===== config.mk =====
export PLATFORM = sky130hd
export DESIGN_NAME = lcd_st_packet_arbiter
export DESIGN_NICKNAME = d
export VERILOG_FILES = /design/src/rtl/lcd_st_packet_arbiter.sv
export SDC_FILE = /design/constraint.sdc
export NUM_CORES = 1
export LEC_CHECK = 0
export BUFFER_PORTS_ARGS = -buffer_cell sky130_fd_sc_hd__buf_2
export CAP_MARGIN = 20
export CORE_MARGIN = 4
export CORE_UTILIZATION = 41
export CTS_CLUSTER_DIAMETER = 200
export DETAILED_ROUTE_END_ITERATION = 8
export PLACE_DENSITY = 0.8
export RECOVER_POWER = 50
export SLEW_MARGIN = 15
export SYNTH_ARGS = -nofsm -noshare
export SYNTH_HDL_FRONTEND = slang
export SYNTH_SLANG_ARGS = --single-unit

===== constraint.sdc =====
create_clock -name clk -period 1.7 [get_ports clk]
set_input_delay 0.34 -clock clk [delete_from_list [all_inputs] [get_ports clk]]
set_output_delay 0.34 -clock clk [all_outputs]
set_load 0.03 [all_outputs]

===== src/rtl/lcd_st_packet_arbiter.sv =====
// Two-input packet-locked round-robin arbiter for 64-bit Avalon-ST video streams,
// feeding a single registered output stage (ready latency 0 on every port).
module lcd_st_packet_arbiter #(
  parameter int DATA_W  = 64,
  parameter int EMPTY_W = 3,
  parameter int CNT_W   = 16
) (
  input  logic               clk,
  input  logic               reset_n,
  input  logic               arb_enable,
  input  logic               err_clr,
  output logic               in0_ready,
  input  logic               in0_valid,
  input  logic [DATA_W-1:0]  in0_data,
  input  logic               in0_startofpacket,
  input  logic               in0_endofpacket,
  input  logic [EMPTY_W-1:0] in0_empty,
  output logic               in1_ready,
  input  logic               in1_valid,
  input  logic [DATA_W-1:0]  in1_data,
  input  logic               in1_startofpacket,
  input  logic               in1_endofpacket,
  input  logic [EMPTY_W-1:0] in1_empty,
  input  logic               out_ready,
  output logic               out_valid,
  output logic [DATA_W-1:0]  out_data,
  output logic               out_startofpacket,
  output logic               out_endofpacket,
  output logic [EMPTY_W-1:0] out_empty,
  output logic [1:0]         grant,
  output logic               err_no_sop,
  output logic               err_mid_sop,
  output logic [CNT_W-1:0]   pkt_cnt0,
  output logic [CNT_W-1:0]   pkt_cnt1
);

  typedef enum logic {IDLE, LOCKED} state_t;

  state_t             state;
  logic               rr_last;
  logic               first_beat;
  logic               can_load;
  logic               acc;
  logic               owner;
  logic [DATA_W-1:0]  sel_data;
  logic               sel_sop;
  logic               sel_eop;
  logic [EMPTY_W-1:0] sel_empty;

  // grant is all-zero outside LOCKED, so both readies stay low in IDLE
  assign can_load  = ~out_valid | out_ready;
  assign in0_ready = grant[0] & can_load;
  assign in1_ready = grant[1] & can_load;
  assign acc       = (in0_valid & in0_ready) | (in1_valid & in1_ready);
  assign owner     = grant[1];

  assign sel_data  = owner ? in1_data          : in0_data;
  assign sel_sop   = owner ? in1_startofpacket : in0_startofpacket;
  assign sel_eop   = owner ? in1_endofpacket   : in0_endofpacket;
  assign sel_empty = owner ? in1_empty         : in0_empty;

  always_ff @(posedge clk or negedge reset_n) begin
    if (!reset_n) begin
      state             <= IDLE;
      rr_last           <= 1'b1;
      first_beat        <= 1'b1;
      grant             <= 2'b00;
      out_valid         <= 1'b0;
      out_data          <= '0;
      out_startofpacket <= 1'b0;
      out_endofpacket   <= 1'b0;
      out_empty         <= '0;
      err_no_sop        <= 1'b0;
      err_mid_sop       <= 1'b0;
      pkt_cnt0          <= '0;
      pkt_cnt1          <= '0;
    end else begin
      // output register drains on its own, independent of the FSM state
      if (acc) begin
        out_valid         <= 1'b1;
        out_data          <= sel_data;
        out_startofpacket <= sel_sop;
        out_endofpacket   <= sel_eop;
        out_empty         <= sel_empty;
      end else if (out_ready) begin
        out_valid <= 1'b0;
      end

      // a new error in the same cycle as err_clr must survive the clear
      err_no_sop  <= (acc & first_beat & ~sel_sop) | (err_no_sop & ~err_clr);
      err_mid_sop <= (acc & ~first_beat & sel_sop) | (err_mid_sop & ~err_clr);

      case (state)
        IDLE: begin
          if (arb_enable && (in0_valid || in1_valid)) begin
            state      <= LOCKED;
            first_beat <= 1'b1;
            // on a tie, the input that did not own the last packet wins
            if (in0_valid && (!in1_valid || rr_last)) grant <= 2'b01;
            else                                      grant <= 2'b10;
          end
        end
        LOCKED: begin
          if (acc) begin
            first_beat <= 1'b0;
            if (sel_eop) begin
              state   <= IDLE;
              grant   <= 2'b00;
              rr_last <= owner;
              if (owner) pkt_cnt1 <= pkt_cnt1 + CNT_W'(1);
              else       pkt_cnt0 <= pkt_cnt0 + CNT_W'(1);
            end
          end
        end
        default: state <= IDLE;
      endcase
    end
  end

endmodule


# After elaboration in Yosys (flattened, before gate mapping)
# Cells that the tools add are included.
# totals
regBits	109
latch_bits	0
ramBits	0
rom_bits	0
out_inout_bits	108
n_memories	0
# op_classes
addsub	2
mul	0
n_div	0
magnitude_cmp	0
n_eq_ne	3
shift	0
muxes	18
bitwise_logic	20
reduce_logical	11
# ops
cell	n
64-bit 2-to-1 mux	1
16-bit by 1-bit adder with 16-bit output (second input constant)	2
1-bit bitwise AND	10
1-bit 2-to-1 mux	9
2-bit 2-to-1 mux	4
4-bit AND reduction	2
1-bit inverter	6
3-bit AND reduction	2
2-bit by 1-bit inequality test with 1-bit output (second input constant)	2
1-bit bitwise OR	4
1-bit case mux with 2 select lines	2
2-bit case mux with 2 select lines	1
3-bit 2-to-1 mux	1
1-bit logical AND	2
1-bit logical OR	2
2-bit inequality test (second input constant)	1
2-bit AND reduction	1
2-bit nonzero test	1
1-bit zero test	1

# Longest topological paths before layout
# Gate-level depths: netlist of the first run.
# depth
word_depth	8
ltp_mapped	7
ltp_nobuf	5

# Least setup slack after synthesis of the first run
# Ideal clock, no wire load.
# synth_timing
path_type	register to register
from	register out_valid
to	register pkt_cnt1[6]
setup_ps	133
arrival_time_ps	1828
t_required_ps	1567
setup_slack_ps	-262
path_stages_with_launch	7
n_path_buf	2
synth_period_minus_slack_ps	1962
cell_sequence	dfrtp_1 nor2b_1 or2_1 buf_2 buf_6 or4_4 xnor2_2
# synth_via
elab_chain_len	6
word_cells_on_any_way	8
cone_classes	bitwise (7); reduce/logical (1)
# synth_rtl
element	line	text
start: declaration	25	output logic out_valid,
start signal: assignment	68	out_valid <= 1'b0;
start signal: assignment	80	out_valid <= 1'b1;
start signal: assignment	86	out_valid <= 1'b0;
1-bit inverter (*)	51	assign can_load = ~out_valid | out_ready;
1-bit bitwise OR (*)	51	
1-bit bitwise AND (on tied branches)	52, 53	
1-bit bitwise AND	54	assign acc = (in0_valid & in0_ready) | (in1_valid & in1_ready);
1-bit bitwise OR (*)	54	
4-bit AND reduction (no line) (*)	--	
end signal: assignment	110	if (owner) pkt_cnt1 <= pkt_cnt1 + CNT_W'(1);
end: declaration	34	output logic [CNT_W-1:0] pkt_cnt1
# Mark *: on every way between the ends. The rest lies on a longest branch, timed or not.
# A chain may end at the register's enable or synchronous reset.

# Worst setup path after layout of the first run
# layout_timing
from	register grant[1]
to	output in1_ready
# layout_via
elab_chain_len	1
# layout_rtl
element	line	text
start: declaration	30	output logic [1:0] grant,
start signal: assignment	67	grant <= 2'b00;
start signal: assignment	99	if (in0_valid && (!in1_valid || rr_last)) grant <= 2'b01;
start signal: assignment	100	else grant <= 2'b10;
1-bit bitwise AND	53	assign in1_ready = grant[1] & can_load;
end: declaration	18	output logic in1_ready,
# No other way between the ends.

==> results of run 1 <==
==> power groups by stage <==
stage	sequential (mW)	clock [mW]	combinational [mW]
2_1_floorplan	5.87	0	2.24
3_3_place_gp	4.14	0	5.65
3_5_place_dp	4.18	0	5.84
4_1_cts	4.15	2.00	5.86
5_1_grt	4.28	2.09	6.33
6_report	4.16	1.94	5.84
==> through the flow <==
stage / instances / setup WS (ns) / area, um2 / utilization [%] / power, mW
6_report: 870 / 0.0441 / 6760 / 58.2 / 11.9
3_5_place_dp: 850 / -0.0611 / 6480 / 55.8 / 10.0
5_1_grt: 870 / 0.00480 / 6760 / 58.2 / 12.7
2_1_floorplan: 465 / -0.148 / 4960 / - / 8.11
3_3_place_gp: 850 / 0.0242 / 6480 / 55.8 / 9.79
4_1_cts: 868 / 0.00918 / 6770 / 58.3 / 12.0
==> registers in the layout (all words and copies together), names as in the netlist <==
name,flops
err_no_sop,1
state,1
pkt_cnt1,16
grant,2
out_startofpacket,1
rr_last,1
pkt_cnt0,16
err_mid_sop,1
out_valid,1
out_endofpacket,1
out_empty,3
out_data,64
first_beat,1
==> per-layer routing <==
metal | up-vias | track usage (%) | wire [um]
met1 | 2036 | 21.7 | 5260
met3 | 16 | 4.52 | 1040
met2 | 184 | 32.8 | 6840
li1 | 2118 | - | -
met5 | - | 0 | 0
met4 | 0 | 6.23 | 220
==> path summary, 6_finish.rpt <==
path,startpoint,end,cells past startpoint
worst max-delay path,grant[1],in1_ready,3
worst min-delay path,err_clr,err_mid_sop,2
worst max register to register,grant[1],pkt_cnt1[6],4
min in group asynchronous,reset_n,out_data[8],3
max in group asynchronous,reset_n,grant[1],3
worst min register to register,pkt_cnt0[15],pkt_cnt0[15],1
==> cells in the final DEF, fill, tap and decap left out, drive strengths merged, types with 2 or more instances in the layout <==
master	netlist	layout
buf	8	214
dfrtp	107	107
nand2	82	82
o21ai	70	70
clkbuf	18	70
mux2i	69	69
xnor2	19	19
nand3	13	13
xor2	11	11
nand4	10	10
nor3	10	10
nor2	8	8
inv	6	6
and3	5	5
and4	3	3
nand2b	2	2
and2	2	2
nor4	2	2
mux2	2	2
a21o	2	2
ha	2	2
dfstp	2	2
nor2b	2	2
clkinv	0	2
==> what timing repair did <==
| item | CTS | global route |
|---|---|---|
| pin swaps | 0 | 1 |
| cloned | 0 | 2 |
| gates resized for setup | 1 | 7 |
| buffers inserted | 1 | 0 |
| setup endpoints to repair | 18 | 47 |
| hold buffers | 1 | 0 |
| hold endpoints to repair | 44 | 0 |
==> logic make-up (layout without fill, tap and decap cells) <==
kind of cell / after synthesis / after routing / share of synthesized area [%]
compound gates: 79 / 79 / 8.53
xor+xnor: 30 / 30 / 5.46
fa+ha+maj: 2 / 2 / 0.506
buf+inv: 32 / 294 / 2.66
flops: 109 / 109 / 55.2
mux: 71 / 71 / 14.4
simple gates: 142 / 142 / 13.2
==> area by class of cell <==
class | instances | area, um2
sequential | 109 | 2740
timing repair buffer | 272 | 1460
clock inverter | 3 | 21.3
fill | 1010 | 4850
inverter | 6 | 22.5
clock buffer | 13 | 250
multi-input combinational | 324 | 2090
tap | 143 | 179
==> run_results.csv, run 1 <==
group,metric,value,unit
detailed_routing,drt_pass1_iterations,6,
die,die_height,118,um
clock_network,clk_latency,0.34,ns
finish,antenna_cells,0,
setup_path,path_class,"register to primary output",
setup_path,critical_path_required,1.36,ns
synth,syn_area_per_cell,10.6,um2
setup_path,cp.arrival,1.32,ns
power_and_ir_drop,ir_drop,0.866,mV
timing,hold_violations,0,
timing,rsz0062_at_grt,"false",
global_routing,grt.total_usage,18.4,%
global_routing,overflow,0,
detailed_routing,dr.first_iter.drc_count,189,
detailed_routing,drc,0,
synth,syn_nets,612,
die,row_count,39,
power_and_ir_drop,internal_power,6.54,mW
clock_network,clk_path_buf_depth,2,
timing,fmax,604,MHz
setup_path,rrSetupSlack,0.05,ns
synth,synth_top_area_share,54.1,%
synth,ys_seq_area_share,55.2,%
clock_network,cts_tree,"yes",
setup_path,max_stage_delay,0.51,ns
clock_network,root_buffer,"clkbuf_16",
power_and_ir_drop,clkPwrFrac,16.3,%
die,fp.dieW,118,um
job,maxCapViolations,0,
global_routing,grt_max_degree,66,
die,die-area,13900,um2
clock_network,cts_buffers,9,
die,initial_core_util,42.6,%
power_and_ir_drop,p_sw,5.41,mW
detailed_routing,route.detailed.vias_per_inst,5.00,
die,core,11600,um2
power_and_ir_drop,netSwitchingFraction,45.3,%
synth,yosys.area.top_type,"dfrtp_1",
finish,fin_nets,869,
timing,fin_crit_sh,97.4,%
placement,dp_hpwl,10100,um
power_and_ir_drop,combPwrFrac,48.9,%
finish,drive_above_1_share,33.8,%
clock_network,clkTransAtPathRegs,0.07,ns
setup_path,worst-path-max-fanout,6,
global_routing,grt_pass1_vias,4460,
setup_path,worst_setup_path_start_kind,"register",
power_and_ir_drop,sequentialPowerShare,34.8,%
run_status,outcome,"finished, final reports clean",
synth,synth_cell_types,37,
power_and_ir_drop,p_leak,3.51,nW
timing,fin_hold_ws,0.192,ns
hold_path,hold_path_class,"input port to register",
setup_path,cpLargestDelayFamily,"flip-flops",
timing,tightestPinTransition,0.853,ns
placement,place.port_buffers,252,
timing,fin_skew,0.0102,ns
synth,synth_edf_count,0,
setup_path,path_cells,"buf_6 > and2_1 > clkbuf_4",
synth,syn_inst,465,
timing,setup_viol,0,
finish,area_delta_synth_final,36.7,%
synth,synthTopCellsByArea,"dfrtp_1 54%, mux2i_1 14%, o21ai_0 7.1%, nand2_1 6.2%, xnor2_1 3.2%",
setup_path,critPathSlowestCell,"dfrtp_4",
clock_network,htree_levels,3,
setup_path,worst-path-buf-inv,2,
detailed_routing,wl_per_cell,15.4,um
global_routing,grt_pass1_wl,21300,um
synth,yosysWarnings,0,
timing,final_max_slew_viol_count,0,
timing,fin_tns_setup,0,ns
synth,syn-cell-area,4950,um2
clock_network,cts.sinks,109,
die,ios,253,
synth,synth_seq_cells,109,
global_routing,antenna_found_initial,0,
synth,yosys_most_used_dff,"dfrtp_1",
synth,synthTopCellsByCount,"107 x dfrtp_1, 82 x nand2_1, 70 x o21ai_0, 69 x mux2i_1",
setup_path,end_kind,"primary output",
placement,place_congestion,0.767,
power_and_ir_drop,pwr_density_cell,1770,nW/um2
synth,async_flop_share,100,%
detailed_routing,detail-route-antenna-nets,0,
synth,yosysMostFrequentCell,"dfrtp_1",
timing,relSlewSlack,43.1,%
detailed_routing,drt-total-wl,13400,um
timing,period_minus_slack,1.66,ns
detailed_routing,vias,4354,
(Power assumes the default switching activity.)
==> inputs of run 2 (changes only) <==
--- a/config.mk
+++ b/config.mk
@@ -5,13 +5,14 @@
 export SDC_FILE = /design/constraint.sdc
 export NUM_CORES = 1
 export LEC_CHECK = 0
-export BUFFER_PORTS_ARGS = -buffer_cell sky130_fd_sc_hd__buf_2
 export CAP_MARGIN = 20
 export CORE_MARGIN = 4
-export CORE_UTILIZATION = 41
+export CORE_UTILIZATION = 45
+export CTS_BUF_LIST = sky130_fd_sc_hd__clkbuf_4 sky130_fd_sc_hd__clkbuf_8
 export CTS_CLUSTER_DIAMETER = 200
 export DETAILED_ROUTE_END_ITERATION = 8
-export PLACE_DENSITY = 0.8
+export DONT_BUFFER_PORTS = 1
+export PLACE_DENSITY = 0.66
 export RECOVER_POWER = 50
 export SLEW_MARGIN = 15
 export SYNTH_ARGS = -nofsm -noshare
==> constraint.sdc (replaced) <==
create_clock -name clk -period 1.7 [get_ports clk]
set_input_delay 0.255 -clock clk [delete_from_list [all_inputs] [get_ports clk]]
set_output_delay 0.255 -clock clk [all_outputs]
set_load 0.03 [all_outputs]
==> run 2 against run 1 <==
The run now ends with hold timing left. Sequential cell count unchanged. Sequential share of layout area increased by 7.6 points. Die area decreased by 8.3%. Critical path depth unchanged. Clock skew decreased by 0.0028 ns. Fmax increased by 0.35%. Via count decreased by 21%. Cell count decreased by 26%. Register-to-register slack about the same. First-iteration DRC count increased by 26%. Critical endpoint unchanged. Largest cell class unchanged.
==> run_results.csv, run 2 (synthesis results as in run 1) <==
group,metric,value,unit
clock_network,cts_tree,"yes",
die,die_height,113,um
timing,period_minus_slack,1.65,ns
die,row_count,38,
clock_network,clk_latency,0.36,ns
finish,fin_util,52.7,%
hold_path,hold_path_class,"input port to asynchronous set/reset pin",
timing,setup_ws,0.0498,ns
job,maxCapViolations,0,
detailed_routing,wl_per_cell,18.2,um
setup_path,r2r_end,"pkt_cnt1[6]",
detailed_routing,wl_met3,1080,um
finish,fin_nets,644,
setup_path,crit_end,"in1_ready",
setup_path,cp.arrival,1.40,ns
detailed_routing,drt_pass1_iterations,4,
setup_path,critPathSlowestCell,"dfrtp_4",
finish,area_delta_synth_final,15.0,%
die,die-area,12700,um2
timing,tightestPinTransition,0.556,ns
timing,fin_crit_sh,97.1,%
setup_path,worst-path-max-fanout,20,
global_routing,antenna_found_initial,0,
run_status,failed_checks,"hold timing",
placement,place_ws,0.0854,ns
global_routing,grt_pass1_wl,18400,um
clock_network,cts_buffers,9,
clock_network,cts.sinks,109,
finish,largest_reg_flops,64,
setup_path,crit_start,"grant[1]",
clock_network,root_buffer,"clkbuf_8",
die,ios,253,
detailed_routing,met2_length,5920,um
run_status,outcome,"complete, but fails checks",
setup_path,path_cells,"buf_16 > and2_4 > buf_6",
clock_network,htree_levels,3,
setup_path,end_kind,"primary output",
detailed_routing,topRoutingLayerUsed,"met4",
die,initial_core_util,45.8,%
timing,rsz0062_at_grt,"true",
clock_network,hold_buffers,1,
die,fp.dieW,113,um
timing,setup_viol,0,
finish,final_cell_mix,"104 x dfrtp_1, 82 x nand2_1, 70 x o21ai_0",
power_and_ir_drop,ir_drop,0.899,mV
setup_path,ff2ff_path_depth,4,
detailed_routing,wl_met1,4540,um
global_routing,overflow,0,
finish,drive_above_1_share,16.5,%
global_routing,grt.total_usage,18.2,%
clock_network,clkTransAtPathRegs,0.10,ns
power_and_ir_drop,totalPowerFinal,10.6,mW
clock_network,clk_path_buf_depth,2,
global_routing,grt_pass1_vias,3523,
die,core,10800,um2
timing,final_max_slew_viol_count,0,
timing,fin_skew,0.00746,ns
timing,fin_hold_ws,-0.431,ns
detailed_routing,drt-total-wl,11700,um
finish,antenna_cells,0,
detailed_routing,detail-route-antenna-nets,0,
setup_path,critical_path_required,1.44,ns
detailed_routing,vias,3433,
timing,fmax,606,MHz
finish,mostFrequentLayoutCell,"dfrtp_1",
power_and_ir_drop,pwr_density_cell,1870,nW/um2
placement,place_area,5390,um2
power_and_ir_drop,p_leak,2.71,nW
setup_path,rrSetupSlack,0.06,ns
finish,top_register,"out_data",
placement,place_congestion,0.802,
setup_path,worst_setup_path_start_kind,"register",
placement,place.port_buffers,0,
global_routing,grt_max_degree,110,
finish,largestRegisters,"out_data: 64 flops, pkt_cnt0: 16 flops, pkt_cnt1: 16 flops",
detailed_routing,route.detailed.vias_per_inst,5.35,
timing,relSlewSlack,62.9,%
timing,hold_violations,109,
setup_path,max_stage_delay,0.54,ns
placement,dp_hpwl,8670,um
setup_path,path_class,"register to primary output",
finish,fin_area,5690,um2
setup_path,regToRegStartpoint,"grant[1]",
detailed_routing,drc,0,
finish,nFillCells,950,
detailed_routing,dr.first_iter.drc_count,238,
run 2: cell count changes in the layout (fill, tap and decap cells not counted), moves of 10 or more:
cell,change
buf_2,-199
buf_4,+30
clkbuf_1,-55
clkbuf_16,-11
clkbuf_8,+10
run 2: through the flow:
step / setup TNS (ns) / std cells / hold WS (ns)
after floorplan: -0.148 / 465 / -0.0406
after global routing: -0.0328 / 642 / -0.467
final: 0 / 642 / -0.431
after CTS: 0 / 641 / -0.455
after detailed placement: 0 / 622 / -0.0389
after global placement: 0 / 622 / -0.0380
run 2: final cells by class:
| class | instances | area, um2 | share of cell area, % |
|---|---|---|---|
| Timing Repair Buffer | 47 | 437 | 7.68 |
| Sequential cell | 109 | 2740 | 48.1 |
| Tap cell | 140 | 175 | 3.08 |
| Multi-Input combinational cell | 324 | 2130 | 37.4 |
| Clock buffer | 12 | 159 | 2.79 |
| Clock inverter | 4 | 31.3 | 0.550 |
| Inverter | 6 | 22.5 | 0.396 |
run 2: power by group:
group | internal, mW | total, mW | switching [mW]
logic | 1.47 | 3.27 | 1.80
registers | 3.53 | 5.86 | 2.32
clock network | 0.636 | 1.51 | 0.870
run 2: repair_timing:
action | in CTS | in global routing
setup endpoints to repair | 2 | 13
hold endpoints to repair | 111 | 109
cloned | 1 | 0
pin swaps | 0 | 3
resized for setup | 5 | 7
setup buffers | 1 | 1
run 2: worst min path at each step:
stage                   end  slack [ns]
6_report       out_data[46]       -0.43
4_1_cts        out_data[42]       -0.46
3_5_place_dp   out_data[42]       -0.04
3_3_place_gp   out_data[45]       -0.04
2_1_floorplan   err_mid_sop       -0.04
5_1_grt        out_data[42]       -0.47
run 2: metal layers:
layer	up-vias	GRT usage [%]
li1	1669	-
met1	1593	21.4
met2	160	31.4
met3	11	6.15
met4	0	5.85
met5	-	0
run 2: critical path: cells and delay by family, from the launching register on:
kind / cells / cell delay (ns)
AND/OR/NAND/NOR: 1 / 0.16
buffers and inverters: 2 / 0.32
flip-flops: 1 / 0.54
==> inputs of run 3 (changes only) <==
--- a/config.mk
+++ b/config.mk
@@ -8,7 +8,7 @@
 export CAP_MARGIN = 20
 export CORE_MARGIN = 4
 export CORE_UTILIZATION = 45
-export CTS_BUF_LIST = sky130_fd_sc_hd__clkbuf_4 sky130_fd_sc_hd__clkbuf_8
+export CTS_BUF_LIST = sky130_fd_sc_hd__clkbuf_8 sky130_fd_sc_hd__clkbuf_16
 export CTS_CLUSTER_DIAMETER = 200
 export DETAILED_ROUTE_END_ITERATION = 8
 export DONT_BUFFER_PORTS = 1
==> run 3 against run 2 <==
First-iteration DRC count fell by 5.9%. Total power decreased by 0.21%. Highest routed layer unchanged. Clock power barely moved. Register-to-register slack about the same. Count of clock-buffer cells in the layout down 1. The run still ends with hold timing left. Sequential power about the same. Setup slack barely moved. Global-route usage about the same. Fmax hardly changed. Sequential cell count unchanged. Clock skew down 0.00071 ns. Largest cell class unchanged.
==> run_results.csv, run 3 (synthesis results as in run 1) <==
group,metric,value,unit
run_status,outcome,"complete, but fails checks",
run_status,failed_checks,"hold timing",
clock_network,root_buffer,"clkbuf_8",
setup_path,worst-path-max-fanout,20,
global_routing,grt_pass1_vias,3527,
global_routing,grt_pass1_wl,18400,um
global_routing,grt_max_degree,110,
detailed_routing,detail-route-antenna-nets,0,
timing,fin_skew,0.00675,ns
hold_path,hold_path_class,"input port to asynchronous set/reset pin",
power_and_ir_drop,p_leak,2.71,nW
placement,dp_cells,622,
clock_network,clk_latency,0.36,ns
timing,fin_hold_ws,-0.430,ns
global_routing,overflow,0,
detailed_routing,drt-total-wl,11600,um
placement,place_ws,0.0854,ns
placement,place_area,5390,um2
power_and_ir_drop,pwr_density_cell,1870,nW/um2
timing,fmax,606,MHz
timing,rsz0062_at_grt,"true",
die,fp.dieW,113,um
setup_path,worst_setup_path_start_kind,"register",
finish,antenna_cells,0,
global_routing,use_met3,6.15,%
setup_path,regToRegStartpoint,"grant[1]",
clock_network,clk_path_buf_depth,2,
setup_path,cp.arrival,1.39,ns
finish,mostFrequentLayoutCell,"dfrtp_1",
detailed_routing,dr.first_iter.drc_count,224,
global_routing,grtUsageMet2,31.3,%
detailed_routing,route.detailed.vias_per_inst,5.36,
setup_path,path_class,"register to primary output",
clock_network,cts_tree,"yes",
detailed_routing,wl_per_cell,18.1,um
placement,place_congestion,0.802,
timing,fin_crit_sh,97.0,%
die,ios,253,
finish,area_delta_synth_final,14.9,%
finish,fin_nets,644,
finish,fin_cells,642,
finish,fin_area,5680,um2
clock_network,cts_buffers,9,
die,row_count,38,
setup_path,critical_path_required,1.44,ns
global_routing,grt.busiest_layer,"met2",
die,core,10800,um2
placement,place.port_buffers,0,
die,die-area,12700,um2
finish,final_cell_mix,"104 x dfrtp_1, 82 x nand2_1, 70 x o21ai_0",
die,die_height,113,um
job,maxCapViolations,0,
timing,final_max_slew_viol_count,0,
die,initial_core_util,45.8,%
detailed_routing,drc,0,
detailed_routing,drt_pass1_iterations,4,
finish,drive_above_1_share,16.3,%
clock_network,cts.sinks,109,
timing,tightestPinTransition,0.557,ns
finish,largestRegisters,"out_data: 64 flops, pkt_cnt0: 16 flops, pkt_cnt1: 16 flops",
power_and_ir_drop,totalPowerFinal,10.6,mW
global_routing,grt.total_usage,18.2,%
placement,dp_hpwl,8670,um
timing,hold_violations,109,
timing,period_minus_slack,1.65,ns
setup_path,crit_start,"grant[1]",
global_routing,antenna_found_initial,0,
finish,largest_reg_flops,64,
power_and_ir_drop,ir_drop,0.897,mV
clock_network,clkTransAtPathRegs,0.10,ns
timing,setup_ws,0.0502,ns
timing,setup_viol,0,
global_routing,grtUsageMet1,21.5,%
setup_path,end_kind,"primary output",
clock_network,htree_levels,3,
setup_path,rrSetupSlack,0.06,ns
detailed_routing,vias,3439,
finish,top_register,"out_data",
timing,relSlewSlack,62.9,%
clock_network,hold_buffers,1,
-- run 3: cell count changes in the layout (fill, tap and decap cells not counted), sizes merged --
cell and change:
clkbuf -1, inv +1
-- run 3: worst paths after layout --
| check | end | depth (start not counted) |
|---|---|---|
| worst max-delay path | in1_ready | 3 |
| worst min-delay path | out_data[45] | 0 |
| worst max register to register | pkt_cnt1[6] | 4 |
| worst min register to register | first_beat | 2 |
| max in group asynchronous | rr_last | 0 |
| min in group clk | pkt_cnt0[2] | 2 |
-- run 3: worst max-delay path: stages, from the launching register on --
cell and delay, ns:
dfrtp_4 0.54, buf_16 0.19, and2_4 0.16, buf_6 0.13
-- run 3: where the power goes --
group | switching (mW) | leakage, nW | internal, mW
logic | 1.79 | 1.25 | 1.47
clock network | 0.869 | 0.0894 | 0.614
registers | 2.32 | 1.38 | 3.53
total | 4.99 | 2.71 | 5.62
-- run 3: metal layers --
| metal | vias to the layer above | wire, um |
|---|---|---|
| met2 | 160 | 5910 |
| met3 | 11 | 1100 |
| li1 | 1669 | - |
| met5 | - | 0 |
| met1 | 1599 | 4490 |
| met4 | 0 | 141 |
-- run 3: final cells by class --
cell class                 count  area [um2]
multi-input combinational    324        2130
sequential                   109        2740
tap                          140         175
timing repair buffer          47         437
clock buffer                  11         151
clock inverter                 5        35.0
fill                         953        5110
inverter                       6        22.5
-- run 3: metrics by stage --
step                utilization, %  setup TNS [ns]
detailed placement            49.9               0
floorplan                        -          -0.148
global placement              49.9               0
finish                        52.7               0
global route                  52.7         -0.0328
CTS                           52.3               0
-- run 3: what timing repair did --
item                                    in CTS  in global routing
hold endpoints to repair                   111                109
gates resized for setup                      5                  7
setup buffers                                1                  1
gates cloned                                 1                  0
pin swaps                                    0                  3
endpoints found under the setup margin       2                 13
